==> config.mk <==
export PLATFORM = sky130hd
export DESIGN_NAME = muldiv_unit_flat
export DESIGN_NICKNAME = d
export VERILOG_FILES = /design/src/rtl/muldiv_pkg.sv /design/src/rtl/muldiv_if.sv /design/src/rtl/muldiv_step.sv /design/src/rtl/muldiv_unit.sv /design/src/flat_wrapper.sv
export SDC_FILE = /design/constraint.sdc
export NUM_CORES = 1
export LEC_CHECK = 0
export BUFFER_PORTS_ARGS = -buffer_cell sky130_fd_sc_hd__buf_2
export CORE_MARGIN = 4
export CORE_UTILIZATION = 49
export CTS_BUF_LIST = sky130_fd_sc_hd__clkbuf_8 sky130_fd_sc_hd__clkbuf_16
export DETAILED_ROUTE_END_ITERATION = 16
export PLACE_DENSITY = 0.73
export SLEW_MARGIN = 10
export SYNTH_ARGS = -nofsm -noshare
export SYNTH_HDL_FRONTEND = slang
export SYNTH_HIERARCHICAL = 1
export SYNTH_SLANG_ARGS = --single-unit
==> constraint.sdc <==
create_clock -name clk -period 16.99 [get_ports clk]
set_clock_uncertainty 0.2 [all_clocks]
set_input_delay 1.699 -clock clk [delete_from_list [all_inputs] [get_ports clk]]
set_output_delay 1.699 -clock clk [all_outputs]
set_load 0.1 [all_outputs]
==> src/rtl/muldiv_pkg.sv <==
`default_nettype none
// ============================================================================
//  Module      : muldiv_pkg
//  Description : Shared encodings and types for the iterative mul/div unit.
//  Revision    : 1.0 - initial release
// ============================================================================
package muldiv_pkg;

    // Operation encodings presented on op
    localparam logic [1:0] OP_MULT  = 2'b00;
    localparam logic [1:0] OP_MULTU = 2'b01;
    localparam logic [1:0] OP_DIV   = 2'b10;
    localparam logic [1:0] OP_DIVU  = 2'b11;

    // Controller states
    typedef enum logic [1:0] {
        IDLE = 2'd0,
        RUN  = 2'd1,
        FIX  = 2'd2
    } state_t;

    // Iteration counter width for the default 32-bit datapath
    localparam int WIDTH_DEFAULT = 32;
    localparam int CNT_W         = $clog2(WIDTH_DEFAULT + 1);

    // Iteration counter width for an arbitrary datapath width
    function automatic int cnt_width(input int width);
        return $clog2(width + 1);
    endfunction

endpackage
`default_nettype wire

==> src/rtl/muldiv_if.sv <==
`default_nettype none
// ============================================================================
//  Module      : muldiv_if
//  Description : Operand/command/result bundle between EX and the mul/div unit.
//  Revision    : 1.0 - initial release
// ============================================================================
interface muldiv_if #(
    parameter int WIDTH = 32
);
    logic             start;
    logic [1:0]       op;
    logic [WIDTH-1:0] opA;
    logic [WIDTH-1:0] opB;
    logic             mthi;
    logic             mtlo;
    logic [WIDTH-1:0] wdata;
    logic             hilo_use;
    logic [WIDTH-1:0] hi;
    logic [WIDTH-1:0] lo;
    logic             busy;
    logic             done;
    logic             stall;

    // Pipeline side: issues commands, observes HI/LO and status
    modport master (
        output start, op, opA, opB, mthi, mtlo, wdata, hilo_use,
        input  hi, lo, busy, done, stall
    );

    // Unit side
    modport slave (
        input  start, op, opA, opB, mthi, mtlo, wdata, hilo_use,
        output hi, lo, busy, done, stall
    );
endinterface
`default_nettype wire

==> src/rtl/muldiv_step.sv <==
`default_nettype none
// ============================================================================
//  Module      : muldiv_step
//  Description : One radix-2 iteration: shift-add multiply or restoring divide.
//                Accumulator layout is {upper half, lower half}; for divide
//                the upper half is the partial remainder and the lower half
//                holds the remaining dividend bits with quotient bits shifted
//                in at the bottom (supplied separately as q_bit).
//  Revision    : 1.0 - initial release
// ============================================================================
module muldiv_step #(
    parameter int WIDTH = 32
) (
    input  logic               is_div,
    input  logic [2*WIDTH-1:0] acc,
    input  logic [WIDTH-1:0]   operand,
    output logic [2*WIDTH-1:0] acc_next,
    output logic               q_bit
);
    logic [WIDTH:0] w_sum;
    logic [WIDTH:0] w_shifted;
    logic [WIDTH:0] w_trial;

    // Single iteration; divide leaves the LSB clear for the quotient bit
    always_comb begin
        w_sum     = {1'b0, acc[2*WIDTH-1:WIDTH]} + (acc[0] ? {1'b0, operand} : '0);
        w_shifted = {acc[2*WIDTH-1:WIDTH], acc[WIDTH-1]};
        w_trial   = w_shifted - {1'b0, operand};
        q_bit     = 1'b0;
        acc_next  = {w_sum, acc[WIDTH-1:1]};
        if (is_div) begin
            // Bit WIDTH set means the trial subtract borrowed: restore
            q_bit    = ~w_trial[WIDTH];
            acc_next = {(w_trial[WIDTH] ? w_shifted[WIDTH-1:0] : w_trial[WIDTH-1:0]),
                        acc[WIDTH-2:0], 1'b0};
        end
    end
endmodule
`default_nettype wire

==> src/rtl/muldiv_unit.sv <==
`default_nettype none
// ============================================================================
//  Module      : muldiv_unit
//  Description : Iterative MULT/MULTU/DIV/DIVU with HI/LO registers. Signed
//                operations run on magnitudes and are sign-corrected in FIX.
//  Revision    : 1.0 - initial release
// ============================================================================
module muldiv_unit
    import muldiv_pkg::*;
#(
    parameter int WIDTH = 32
) (
    input  logic    clk,
    input  logic    reset,
    muldiv_if.slave bus
);
    localparam int                 c_cnt_w     = cnt_width(WIDTH);
    localparam logic [c_cnt_w-1:0] c_last_iter = c_cnt_w'(WIDTH - 1);

    state_t               r_state;
    logic [c_cnt_w-1:0]   r_count;
    logic [2*WIDTH-1:0]   r_acc;
    logic [WIDTH-1:0]     r_operand;
    logic [WIDTH-1:0]     r_hi;
    logic [WIDTH-1:0]     r_lo;
    logic                 r_is_div;
    logic                 r_neg_res;
    logic                 r_neg_rem;
    logic                 r_div_zero;
    logic                 r_busy;
    logic                 r_done;

    logic                 w_signed;
    logic                 w_is_div;
    logic [WIDTH-1:0]     w_abs_a;
    logic [WIDTH-1:0]     w_abs_b;
    logic [2*WIDTH-1:0]   w_step_acc;
    logic                 w_q_bit;
    logic [2*WIDTH-1:0]   w_prod;
    logic [WIDTH-1:0]     w_quot;
    logic [WIDTH-1:0]     w_rem;
    logic [WIDTH-1:0]     w_fix_hi;
    logic [WIDTH-1:0]     w_fix_lo;

    // Operand decode: signed ops iterate on magnitudes
    always_comb begin
        w_signed = (bus.op == OP_MULT) || (bus.op == OP_DIV);
        w_is_div = (bus.op == OP_DIV)  || (bus.op == OP_DIVU);
        w_abs_a  = (w_signed && bus.opA[WIDTH-1]) ? -bus.opA : bus.opA;
        w_abs_b  = (w_signed && bus.opB[WIDTH-1]) ? -bus.opB : bus.opB;
    end

    muldiv_step #(.WIDTH(WIDTH)) u_step (
        .is_div   (r_is_div),
        .acc      (r_acc),
        .operand  (r_operand),
        .acc_next (w_step_acc),
        .q_bit    (w_q_bit)
    );

    // Sign correction of the finished magnitude result
    always_comb begin
        w_prod   = r_neg_res ? -r_acc : r_acc;
        w_quot   = r_acc[WIDTH-1:0];
        w_rem    = r_acc[2*WIDTH-1:WIDTH];
        w_fix_hi = w_prod[2*WIDTH-1:WIDTH];
        w_fix_lo = w_prod[WIDTH-1:0];
        if (r_is_div) begin
            // Divide by zero yields all-ones quotient regardless of signs;
            // the remainder path already reproduces opA in that case.
            w_fix_lo = r_div_zero ? '1 : (r_neg_res ? -w_quot : w_quot);
            w_fix_hi = r_neg_rem ? -w_rem : w_rem;
        end
    end

    // Controller, iteration datapath and HI/LO registers
    always_ff @(posedge clk or posedge reset) begin
        if (reset) begin
            r_state    <= IDLE;
            r_count    <= '0;
            r_acc      <= '0;
            r_operand  <= '0;
            r_hi       <= '0;
            r_lo       <= '0;
            r_is_div   <= 1'b0;
            r_neg_res  <= 1'b0;
            r_neg_rem  <= 1'b0;
            r_div_zero <= 1'b0;
            r_busy     <= 1'b0;
            r_done     <= 1'b0;
        end else begin
            unique case (r_state)
                IDLE: begin
                    if (bus.mthi) r_hi <= bus.wdata;
                    if (bus.mtlo) r_lo <= bus.wdata;
                    if (bus.start) begin
                        r_state    <= RUN;
                        r_busy     <= 1'b1;
                        r_count    <= '0;
                        r_is_div   <= w_is_div;
                        r_neg_res  <= w_signed & (bus.opA[WIDTH-1] ^ bus.opB[WIDTH-1]);
                        r_neg_rem  <= w_signed & bus.opA[WIDTH-1];
                        r_div_zero <= (bus.opB == '0);
                        if (w_is_div) begin
                            r_acc     <= {{WIDTH{1'b0}}, w_abs_a};
                            r_operand <= w_abs_b;
                        end else begin
                            r_acc     <= {{WIDTH{1'b0}}, w_abs_b};
                            r_operand <= w_abs_a;
                        end
                    end
                end
                RUN: begin
                    r_acc <= {w_step_acc[2*WIDTH-1:1], (r_is_div ? w_q_bit : w_step_acc[0])};
                    if (r_count == c_last_iter) begin
                        r_count <= '0;
                        r_state <= FIX;
                        r_done  <= 1'b1;
                    end else begin
                        r_count <= r_count + c_cnt_w'(1);
                    end
                end
                FIX: begin
                    r_hi    <= w_fix_hi;
                    r_lo    <= w_fix_lo;
                    r_busy  <= 1'b0;
                    r_done  <= 1'b0;
                    r_state <= IDLE;
                end
                default: r_state <= IDLE;
            endcase
        end
    end

    assign bus.hi    = r_hi;
    assign bus.lo    = r_lo;
    assign bus.busy  = r_busy;
    assign bus.done  = r_done;
    assign bus.stall = r_busy & bus.hilo_use;

endmodule
`default_nettype wire

==> src/flat_wrapper.sv <==
// flat-port wrapper written by rule: the top's interface ports become plain ports
module muldiv_unit_flat import muldiv_pkg::*;
#(
    parameter int WIDTH = 32
)
  (clk, reset, bus_start, bus_op, bus_opA, bus_opB, bus_mthi, bus_mtlo, bus_wdata, bus_hilo_use, bus_hi, bus_lo, bus_busy, bus_done, bus_stall);
  muldiv_if #(.WIDTH(WIDTH)) bus_i ();
  input  logic clk;
  input  logic reset;
  input wire logic [$bits(bus_i.start)-1:0] bus_start;
  input wire logic [$bits(bus_i.op)-1:0] bus_op;
  input wire logic [$bits(bus_i.opA)-1:0] bus_opA;
  input wire logic [$bits(bus_i.opB)-1:0] bus_opB;
  input wire logic [$bits(bus_i.mthi)-1:0] bus_mthi;
  input wire logic [$bits(bus_i.mtlo)-1:0] bus_mtlo;
  input wire logic [$bits(bus_i.wdata)-1:0] bus_wdata;
  input wire logic [$bits(bus_i.hilo_use)-1:0] bus_hilo_use;
  output wire logic [$bits(bus_i.hi)-1:0] bus_hi;
  output wire logic [$bits(bus_i.lo)-1:0] bus_lo;
  output wire logic [$bits(bus_i.busy)-1:0] bus_busy;
  output wire logic [$bits(bus_i.done)-1:0] bus_done;
  output wire logic [$bits(bus_i.stall)-1:0] bus_stall;
  assign bus_i.start = bus_start;
  assign bus_i.op = bus_op;
  assign bus_i.opA = bus_opA;
  assign bus_i.opB = bus_opB;
  assign bus_i.mthi = bus_mthi;
  assign bus_i.mtlo = bus_mtlo;
  assign bus_i.wdata = bus_wdata;
  assign bus_i.hilo_use = bus_hilo_use;
  assign bus_hi = bus_i.hi;
  assign bus_lo = bus_i.lo;
  assign bus_busy = bus_i.busy;
  assign bus_done = bus_i.done;
  assign bus_stall = bus_i.stall;
  muldiv_unit #(.WIDTH(WIDTH)) u_core (.clk(clk), .reset(reset), .bus(bus_i));
endmodule
; Word level (Yosys, flattened, before mapping)
; Index checks and enable logic that the tools add are counted.
[totals]
register_bits = 174
output_inout_bits = 67
wordCells = 81
[op_classes]
add_sub_neg = 8
eq_ne = 9
n_mux = 30
bitwise_logic = 5
n_reduce_logical = 17
[op_table]
columns = op, n
row1 = 32-bit two-way mux, 13
row2 = 64-bit two-way mux, 3
row3 = 32-bit negator, 4
row4 = 32-bit case mux with 2 select lines, 2
row5 = 64-bit case mux with 2 select lines, 1
row6 = 64-bit negator, 1
row7 = 32-bit by 33-bit adder with 33-bit output, 1
row8 = 33-bit by 32-bit subtractor with 33-bit output, 1
row9 = 32-bit logical NOT, 1
row10 = 2-bit AND reduction, 7
row11 = 6-bit two-way mux, 2
row12 = 6-bit case mux with 2 select lines, 1
row13 = "6-bit by 1-bit adder with 6-bit output, second input constant", 1
row14 = "2-bit == test, second input constant", 3
row15 = "6-bit by 5-bit == test with 1-bit output, second input constant", 1
row16 = "2-bit != test, second input constant", 3
row17 = 2-bit nonzero test, 3
row18 = 2-bit logical NOT, 2
row19 = 2-bit two-way mux, 2
row20 = 1-bit case mux with 2 select lines, 2
row21 = 2-bit case mux with 2 select lines, 1
row22 = 1-bit AND, 3
row23 = 1-bit two-way mux, 3
row24 = "2-bit by 1-bit == test with 1-bit output, second input constant", 1
row25 = other kinds (5), 7

; Depth between registers and ports, before layout
[depth]
depth_word = 7
depth_mapped = 16
depth_no_buf = 14

; Cells and area by module
; The synthesis kept the hierarchy.
[by_module_without_submodules]
columns = module, instances, cells_per_inst, area_per_inst_um2
row1 = muldiv_unit, 1, 1287, 10608.9
row2 = muldiv_step, 1, 660, 4609.4

; Worst setup path after synthesis
; No wires, ideal clock.
[synth_path]
path_type = input -> register
startpoint = input port bus_opB[0]
endpoint = register u_core.r_acc[26]
setup_ns = 0.122
arrival_time_ns = 4.070
t_required_ns = 16.668
path_slack_ns = 12.598
path_stages = 10
n_path_buf = 1
path_cell_list = inv_1 ha_1 or4b_4 or4b_1 buf_2 or3b_4 o31ai_4 xor2_1 nand2_1 a32o_1
[synth_via]
elab_chain_cells = 5
[synth_rtl]
columns = item, line
row1 = from (decl), flat_wrapper.sv:13  ; input wire logic [$bits(bus_i.opB)-1:0] bus_opB;
row2 = 32-bit negator, muldiv_unit.sv:50  ; w_abs_b = (w_signed && bus.opB[WIDTH-1]) ? -bus.opB : bus.opB;
row3 = 32-bit two-way mux, muldiv_unit.sv:50
row4 = 32-bit two-way mux, muldiv_unit.sv:104  ; if (w_is_div) begin
row5 = 64-bit two-way mux, muldiv_unit.sv:96  ; if (bus.start) begin
row6 = 64-bit case mux with 2 select lines, muldiv_unit.sv:92  ; unique case (r_state)
row7 = to (signal assigned), muldiv_unit.sv:105  ; r_acc <= {{WIDTH{1'b0}}, w_abs_a};
row8 = to (signal assigned), muldiv_unit.sv:108  ; r_acc <= {{WIDTH{1'b0}}, w_abs_b};
row9 = to (signal assigned), muldiv_unit.sv:114  ; r_acc <= {w_step_acc[2*WIDTH-1:1], (r_is_div ? w_q_bit : w_step_acc[0])};
row10 = to (decl), muldiv_unit.sv:22  ; logic [2*WIDTH-1:0] r_acc;
; No other way between the ends. The select of a mux whose other input is x is not followed.
; A chain may end at the register's enable or synchronous reset.

; Worst setup path after layout
[layout_path]
startpoint = register u_core.r_acc[31]
endpoint = register u_core.r_acc[42]
[layout_via]
elab_chain_cells = 4
[layout_rtl]
columns = item, line
row1 = 33-bit by 32-bit subtractor with 33-bit output, muldiv_step.sv:28  ; w_trial = w_shifted - {1'b0, operand};
row2 = 32-bit two-way mux, muldiv_step.sv:34  ; acc_next = {(w_trial[WIDTH] ? w_shifted[WIDTH-1:0] : w_trial[WIDTH-1:0]),
row3 = 64-bit two-way mux, muldiv_step.sv:31  ; if (is_div) begin
row4 = named net u_core.w_step_acc[42], muldiv_unit.sv:37  ; logic [2*WIDTH-1:0] w_step_acc;
row5 = 64-bit case mux with 2 select lines, muldiv_unit.sv:92
; The timed path passes the listed nets, and every way through them passes these cells.

==> qor.csv <==
metric,value,unit
status,finished clean,
global-route wire length before repair,84800,µm
post-synthesis net count,2122,
Remaining DRCs,0,
final period utilization,26.3,%
"Slew Viols, Final",0,
Syn Inst Count,1947,
"most common cell after layout, fill and taps aside",nand2_1,
Initial DRC Count,1669,
leading area contributor after synthesis,dfrtp_1,
Psw,2240,µW
Worst Path Arrival,4.65,ns
HPWL after DPL,41800,µm
hold path cells,2,
top cell type's share of synthesized area,28.6,%
wire length per cell,22.4,µm
# setup viols final,0,
Syn-to-layout area delta,11.3,%
CTS Buf Count,17,
CTS tree,yes,
NumNets Final,2220,
post-synth cell types,83,
Syn Area/Cell,7.82,µm²
Crit Path Category,reg -> reg,
gr usage total,31.6,%
synth warn,6,
asr flop ratio synth,100,%
final setup margin,12.52,ns
critical path launch point type,flip-flop,
die area,33900,µm²
post-placement worst setup slack,12.25,ns
Max-cap violations,0,
Clock power frac,10.6,%
clk sinks,174,
Final Wtd Congestion,0.975,
number of global-route vias before repair,14900,
initial antenna violation count,0,
Cell Rows,64,
sequential fraction of the synthesis area,28.6,%
measured slew at the worst slew-check pin,1.21,ns
P_int,1790,µW
Post-synth EDFFs,0,
Die Wd,184,µm
Final Hold Violating Endpoints,0,
Combinational Power Share,66.2,%
synthesized cell area,15200,µm²
dpl cells,2422,
synthesized flop and latch total,174,
Pre-antenna DRT Iters,6,
Starting Density,49.8,%
final WL,55100,µm
synth top area cells,"dfrtp_1 (29%), nand2_1 (6.3%), o21ai_0 (5.8%)",
Final TNS setup,0,ns
Net Sw Frac,55.6,%
critical path required time,17.17,ns
Leakage,0.00740,µW
# H-tree levels,4,
# Post-CTS Setup Buffers,0,
GRT overflow,0,
top_reg_cell synth,dfrtp_1,
post-route ant nets,0,
post-layout min period,4.47,ns
Hold Worst Slack,0.278,ns
Flop pwr share,23.2,%
fin cells,2453,
die extent in y,184,µm
Routed met2 length,24600,µm
top layer in use,met4,
Worst-Skew Late Latency,0.44,ns
Placeable Area,30600,µm²
DR vias,15800,
largest net degree at the start of global routing,76,
Setup crit end kind,flip-flop,
DR vias/cell,6.43,
most frequent cells in the layout,"nand2_1 (253), o21ai_0 (175), dfrtp_1 (173)",
layout cells sized above 1,14.0,%
HP Class,reg -> reg,
Rel. slew slack,19.3,%
crit path max fanout,33,
hold_buf cts,0,
unrepaired setup endpoints after global routing,no,
port bufs,170,
Finished Core Util,55.4,%
Max Freq,0.224,GHz
Longest Clk Path Bufs,2,
"Gates resized, CTS repair",0,
CTS root buffer,clkbuf_16,
PwrDens,238,nW/µm²
R2R depth,15,
top-level I/O count,171,
Antenna Cells,0,
worst vdd ir,0.151,mV
M1 WL,23400,µm
met3 WL post-DR,4610,µm
"Clk pin slew, worst setup/hold paths",0.07,ns
==> power groups by stage <==
stage / clock network, µW / registers, µW / logic (µW)
floorplan: 0 / 1170 / 1700
global placement: 0 / 926 / 2580
detailed placement: 0 / 931 / 2610
CTS: 431 / 924 / 2620
global route: 447 / 953 / 2890
finish: 428 / 939 / 2670
==> kinds of logic after synthesis <==
| group | count (synthesis) | synth area share (%) |
|---|---|---|
| fa+ha+maj | 71 | 5.94 |
| xor+xnor | 165 | 9.50 |
| compound gates | 610 | 25.1 |
| mux | 71 | 4.95 |
| flops | 174 | 28.6 |
| buf+inv | 178 | 4.56 |
| simple gates | 678 | 21.3 |
==> layout make-up <==
class	count	area [µm²]
flip-flops and latches	174	4360
clock buffers	19	453
inverters	69	264
fillers	2951	13700
multi-input cells	1595	10200
well taps	396	495
repair buffers	188	986
clock inverters	12	173
==> synth_stat cells, drive strengths merged, types with 14 or more instances <==
cell / n
a211oi: 16
a21o: 30
a21oi: 158
a22oi: 22
a31oi: 20
and2: 40
and3: 15
buf: 19
clkbuf: 90
dfrtp: 174
ha: 69
inv: 69
mux2: 34
mux2i: 37
nand2: 254
nand2b: 17
nand3: 61
nand4: 16
nor2: 121
nor2b: 14
nor3: 51
nor4: 23
o21ai: 179
o221ai: 20
o22ai: 44
o31ai: 25
or3: 20
xnor2: 98
xor2: 67
==> sequential cells by signal, summed over array words and instances (netlist names) <==
name,count
u_core/r_state,2
u_core/r_is_div,1
u_core/bus.done,1
u_core/r_operand,32
u_core/bus.hi,32
u_core/bus.lo,32
u_core/bus.busy,1
u_core/r_neg_res,1
u_core/r_div_zero,1
u_core/r_count,6
u_core/r_neg_rem,1
u_core/r_acc,64
==> critical path, stage by stage, from the launching register on <==
cell,delay [ns]
dfrtp_1,0.45
inv_1,0.09
ha_1,0.25
fa_1,0.43
nand2b_1,0.19
a21oi_2,0.22
o41a_1,0.24
o31a_1,0.38
o21ai_4,0.12
a221o_2,0.43
nor2_4,0.20
buf_4,0.52
mux2_2,0.40
a21oi_1,0.13
nand2_1,0.06
nand2_1,0.08
==> per-layer routing <==
layer  GRT usage (%)  vias up
met3            4.78      131
met1            44.1     7531
li1                -     7274
met2            49.1      837
met5               0        -
met4            13.0        0
==> metrics by stage <==
stage	power [µW]	instance area (µm²)
after floorplan	2870	15200
after detailed placement	3540	16300
after global routing	4290	16900
after global placement	3500	16300
after CTS	3980	16900
final	4040	16900
==> worst paths after layout <==
| check | start | endpoint | slack, ns |
|---|---|---|---|
| min in group asynchronous | reset | u_core/bus.lo[23] | 1.05 |
| min | u_core/bus.lo[4] | u_core/bus.lo[4] | 0.28 |
| min reg2reg | u_core/bus.lo[4] | u_core/bus.lo[4] | 0.28 |
| max reg2reg | u_core/r_acc[31] | u_core/r_acc[42] | 12.52 |
| max in group asynchronous | reset | u_core/r_is_div | 13.42 |
| max | u_core/r_acc[31] | u_core/r_acc[42] | 12.52 |
Note: power is estimated with default switching activity, not from simulation.
